## config.mk

```make
export PLATFORM = sky130hd
export DESIGN_NAME = mem_stage
export DESIGN_NICKNAME = d
export VERILOG_FILES = /design/src/rtl/mem_stage.sv
export SDC_FILE = /design/constraint.sdc
export NUM_CORES = 1
export LEC_CHECK = 0
export BUFFER_PORTS_ARGS = -buffer_cell sky130_fd_sc_hd__buf_2
export CAP_MARGIN = 20
export CORE_MARGIN = 3
export CORE_UTILIZATION = 36
export DETAILED_ROUTE_END_ITERATION = 10
export HOLD_SLACK_MARGIN = 0.1
export RECOVER_POWER = 100
export SYNTH_ARGS = -nofsm -noshare
export SYNTH_HDL_FRONTEND = slang
export SYNTH_SLANG_ARGS = --single-unit
```

## constraint.sdc

```tcl
create_clock -name clk -period 1.55 [get_ports clk]
set_input_delay 0 -clock clk [delete_from_list [all_inputs] [get_ports clk]]
set_output_delay 0 -clock clk [all_outputs]
set_load 0.01 [all_outputs]
```

## src/rtl/mem_stage.sv

```systemverilog
// Purpose : MEM pipeline stage - EX/MEM capture, data-memory req/ack access with watchdog, MEM/WB register.
// Latency : non-memory op 1 cycle to write-back; memory op k cycles (ack on k-th req cycle) plus 1 capture bubble.
// Backpr. : o_MEM_stall holds EXE for the whole access; ack is ignored unless req is high.
//
// Ports
//   clk, rstn                   clock, asynchronous active-low reset
//   i_MEM_*  (EXE side)         dmemWe, regWe, sWD, WRA, aluOut, rd2 from EXE
//   o_MEM_stall                 EXE must hold its outputs while high
//   o_MEM_dmem*/i_MEM_dmem*     data-memory request/ack interface
//   o_MEM_regWe/WRA/WD          registered write-back to the register file
//   o_MEM_err                   one-cycle pulse when an access is aborted by the watchdog
module mem_stage #(
    parameter int TIMEOUT = 255
) (
    input  logic        clk,
    input  logic        rstn,
    input  logic        i_MEM_dmemWe,
    input  logic        i_MEM_regWe,
    input  logic        i_MEM_sWD,
    input  logic [4:0]  i_MEM_WRA,
    input  logic [31:0] i_MEM_aluOut,
    input  logic [31:0] i_MEM_rd2,
    output logic        o_MEM_stall,
    output logic        o_MEM_dmemReq,
    output logic        o_MEM_dmemWr,
    output logic [31:0] o_MEM_dmemAddr,
    output logic [31:0] o_MEM_dmemWdata,
    input  logic        i_MEM_dmemAck,
    input  logic [31:0] i_MEM_dmemRdata,
    output logic        o_MEM_regWe,
    output logic [4:0]  o_MEM_WRA,
    output logic [31:0] o_MEM_WD,
    output logic        o_MEM_err
);

    typedef enum logic {IDLE, ACCESS} state_t;

    state_t      state;

    // EX/MEM capture register
    logic        cap_we;
    logic        cap_regwe;
    logic        cap_swd;
    logic [4:0]  cap_wra;
    logic [31:0] cap_alu;
    logic [31:0] cap_rd2;

    logic [15:0] wd_cnt;

    logic        in_memop;
    logic        cap_memop;
    logic        cap_is_load;
    logic        timeout;

    assign in_memop    = i_MEM_dmemWe | i_MEM_sWD;
    assign cap_memop   = cap_we | cap_swd;
    // dmemWe together with sWD behaves as a store, so write-back data is the ALU result.
    assign cap_is_load = cap_swd & ~cap_we;
    assign timeout     = (state == ACCESS) && !i_MEM_dmemAck && (wd_cnt == 16'(TIMEOUT - 1));

    assign o_MEM_stall     = (state == ACCESS);
    assign o_MEM_dmemReq   = (state == ACCESS);
    assign o_MEM_dmemWr    = cap_we;
    assign o_MEM_dmemAddr  = cap_alu;
    assign o_MEM_dmemWdata = cap_rd2;

    // Capture only while not stalled, so request fields stay stable through ACCESS.
    always_ff @(posedge clk or negedge rstn) begin
        if (!rstn) begin
            cap_we    <= 1'b0;
            cap_regwe <= 1'b0;
            cap_swd   <= 1'b0;
            cap_wra   <= '0;
            cap_alu   <= '0;
            cap_rd2   <= '0;
        end else if (state == IDLE) begin
            cap_we    <= i_MEM_dmemWe;
            cap_regwe <= i_MEM_regWe;
            cap_swd   <= i_MEM_sWD;
            cap_wra   <= i_MEM_WRA;
            cap_alu   <= i_MEM_aluOut;
            cap_rd2   <= i_MEM_rd2;
        end
    end

    // Access FSM, watchdog and MEM/WB register.
    always_ff @(posedge clk or negedge rstn) begin
        if (!rstn) begin
            state       <= IDLE;
            wd_cnt      <= '0;
            o_MEM_regWe <= 1'b0;
            o_MEM_WRA   <= '0;
            o_MEM_WD    <= '0;
            o_MEM_err   <= 1'b0;
        end else begin
            o_MEM_err <= 1'b0;
            if (state == IDLE) begin
                // Clearing every idle cycle guarantees a zero count on ACCESS entry.
                wd_cnt <= '0;
                if (in_memop) begin
                    state <= ACCESS;
                end
                if (cap_memop) begin
                    // Memory op already wrote back when its ack arrived.
                    o_MEM_regWe <= 1'b0;
                end else begin
                    o_MEM_regWe <= cap_regwe;
                    o_MEM_WRA   <= cap_wra;
                    o_MEM_WD    <= cap_alu;
                end
            end else begin
                if (i_MEM_dmemAck) begin
                    // Ack wins over a simultaneous watchdog expiry.
                    state       <= IDLE;
                    o_MEM_regWe <= cap_regwe;
                    o_MEM_WRA   <= cap_wra;
                    o_MEM_WD    <= cap_is_load ? i_MEM_dmemRdata : cap_alu;
                end else if (timeout) begin
                    state       <= IDLE;
                    o_MEM_regWe <= 1'b0;
                    o_MEM_err   <= 1'b1;
                end else begin
                    wd_cnt      <= wd_cnt + 16'd1;
                    o_MEM_regWe <= 1'b0;
                end
            end
        end
    end

endmodule

```

==> metrics.md <==
| Metric | Value |
|---|---|
| Status | `finished with violations` |
| Clock sinks | `128` |
| Util after Layout | `0.593` |
| Initial antenna violation count | `0` |
| Pwr/cell area | `~1300 nW/um^2` |
| Setup crit start kind | `register` |
| Register bit total from synthesis | `128` |
| Synthesized area per cell | `roughly 13 um^2` |
| Fill cells | `1150` |
| Most used flip-flop cell after synthesis | `dfrtp_1` |
| Crit end category | `register` |
| Adder-cell share of the synthesized area | `0.00472` |
| Hold WC Path Type | `primary input to register` |
| GRT Util Overall | `0.190` |
| Mux cell area share after synthesis | `0.228` |
| Diodes inserted | `0` |
| Worst setup path startpoint | `wd_cnt[8]` |
| Routed wire length | `roughly 15000 um` |
| Port Buffers | `roughly 210` |
| Vias/cell | `4.82` |
| Largest net degree at the start of global routing | `72` |
| # DRC | `0` |
| Final Hold Viols | `0` |
| Slowest cell on crit path | `or4_4` |
| Syn Nets | `520` |
| Req. time, crit path | `1890 ps` |
| Post-Synth XOR/XNOR Area | `0.00496` |
| Antenna-violating nets left | `0` |
| Fmax | `0.619 GHz` |
| Grt ovf | `0` |
| Die height | `127 um` |
| Post-synth ARST share | `1.00` |
| Reg2Reg Setup Slack | `-70 ps` |
| Die width | `between 100 and 150 um` |
| Number of cells produced by synthesis | `~410` |
| Clock skew | `between 6 and 7 ps` |
| Die area | `16200 um^2` |
| Global placement routability congestion | `0.871` |
| Max Cap Viol | `0` |
| Simple logic cell fraction of the synthesized area | `0.0779` |
| Leak pwr | `3.89 nW` |
| Via count | `4587` |
| Post-DP HPWL | `9640 um` |
| RSZ-0062 raised after global routing | `yes` |
| Vias in the first global route | `4865` |
| Inserted Clock Buffers | `17` |
| Initial DRC count | `176` |
| IO Count | `around 210` |
| Synth top area share | `0.604` |
| Final setup margin | `-66.7 ps` |
| Avg WL per Cell | `16.1 um` |
| Crit path max fanout | `4` |
| Critical path class | `register to register` |
| CTS Buffer Depth | `2` |
| Worst R2R Start | `wd_cnt[8]` |
| Total iterations of the first detailed-routing run | `4` |
| Pre-CTS setup slack | `-102 ps` |
| Final Cycle Share | `1.04` |
| Post-synthesis sequential area ratio | `0.604` |
| Synthesized cell area | `5300 um^2` |
| Worst slew pin tran | `947 ps` |
| Core area | `~14000 um^2` |
| Critical path, cell by cell | `buf_4, nand4_2, or3_4, or4_4, a21oi_2` |
| H-tree level count | `4` |
| Minimum clock period | `between 1500 and 2000 ps` |
| Nets | `~870` |
| Setup-failing EPs final | `5` |
| Cell with the most instances after synthesis | `dfrtp_1` |
| Cell accounting for the most synthesized area | `dfrtp_1` |
| CTS Root Cell | `clkbuf_16` |
| Clk slew on worst S/H paths | `approximately 60 ps` |
| Failing checks | `setup timing` |
| FP Rows | `between 40 and 50` |
| Post-synth top cells | `dfrtp_1, mux2_2, nand2_1` |
| Largest family of logic cells by synthesized area | `multiplexers` |
| Ratio of cells with drive above 1 in the final layout | `0.360` |
| Synth warn | `0` |
| First-pass GRT wire length | `24500 um` |
| CTS tree | `done` |
| Layout area overhead | `58.3%` |
| Rel. slew slack | `0.368` |
| VDD IR max | `0.000660 V` |
| Top post-synthesis cells by area | `dfrtp_1, mux2_2, mux2i_1` |
| Unique masters post-synth | `37` |
| Initial Utilization | `0.374` |
| Crit path DAT | `1950 ps` |
| Clk Latency, worst-skew pair | `around 410 ps` |
| Post-synth EDFFs | `0` |
| Pins Over Slew Limit | `0` |
| Slowest stage delay, CP | `approximately 420 ps` |
| Compound-Gate Fraction of Synth Area | `0.0571` |
| Hold Startpoint | `i_MEM_rd2[1]` |
-- cells by family after synthesis --
logic type,count (synthesis)
DFF,128
muxes,111
and+or+nand+nor,81
AOI/OAI and AO/OA,57
buffers and inverters,29
xor gates and xnor gates,3
adders and majority gates,2
-- critical path, delay by kind of cell (launching register included) --
family / cells / cell delay (ps)
DFF: 1 / 390
AOI/OAI and AO/OA: 1 / 120
and+or+nand+nor: 3 / 900
buffers and inverters: 1 / 130
-- registers in the layout (all words and copies together) (netlist names) --
name,flops
cap_regwe,1
cap_swd,1
cap_wra,5
o_MEM_WD,32
o_MEM_WRA,5
o_MEM_dmemAddr,32
o_MEM_dmemReq,1
o_MEM_dmemWdata,32
o_MEM_dmemWr,1
o_MEM_err,1
o_MEM_regWe,1
wd_cnt,16
-- layout make-up --
| type | instances | area (um^2) | share of cell area |
|---|---|---|---|
| flip-flops and latches | 128 | 3210 | 0.382 |
| repair buffers | 354 | 2310 | 0.275 |
| multi-input cells | 254 | 2090 | 0.249 |
| clock buffers | 22 | 484 | 0.0577 |
| well taps | 180 | 225 | 0.0268 |
| clock inverters | 10 | 61.3 | 0.00731 |
| inverters | 4 | 15.0 | 0.00179 |
-- worst paths after layout --
check	to	cells past startpoint
max in group asynchronous	cap_wra[0]	3
worst min register to register	o_MEM_WD[26]	2
worst min-delay path	o_MEM_dmemWdata[1]	3
worst max register to register	wd_cnt[15]	5
worst max-delay path	wd_cnt[15]	5
min in group asynchronous	o_MEM_WD[27]	3
-- timing repair --
action	CTS	global route
endpoints found under the hold margin	236	0
setup endpoints to repair	8	48
gates cloned	0	0
hold buffers	106	0
pin swaps	7	9
resized for setup	9	19
buffers inserted	6	6
-- through the flow --
step	TNS, ps	total power, mW	area, um^2	instances	hold WS, ps
final	-196	10.7	8390	952	354
after global routing	-2910	11.3	8390	952	347
after CTS	-64.0	11.0	8440	946	175
after detailed placement	-312	7.11	6770	802	40.4
after global placement	-78.6	7.03	6770	802	42.4
after floorplan	-1760	5.82	5330	411	-296
-- where the power goes --
group	switching [mW]	internal, mW	leakage, nW
registers	0.454	4.07	1.55
logic	1.37	1.25	2.08
clock network	1.39	2.19	0.267
-- placed cells by master (no fill, tap or decap), types with 2 or more instances in the layout --
cell	instances
dfrtp_1	126
buf_2	107
clkbuf_1	106
dlygate4sd3_1	106
mux2_2	77
nand2_1	40
o21ai_0	39
mux2i_1	34
buf_4	26
clkbuf_16	17
nor2_1	6
clkinv_2	6
nand4_1	4
a21oi_1	4
a21oi_2	4
clkbuf_8	4
nor3_1	3
inv_1	3
and3_1	3
o31ai_1	3
a31oi_1	3
clkinvlp_4	3
buf_12	3
and4_4	2
nand2_2	2
or3_4	2
or3_1	2
xnor2_1	2
or4_1	2
ha_2	2
buf_6	2
clkbuf_2	2
clkbuf_4	2
-- per-layer routing --
layer,wire (um),global-route usage
met4,346,0.0776
met3,1040,0.0564
met1,6350,0.225
met2,7600,0.324
met5,0,0
(Power assumes the default switching activity.)
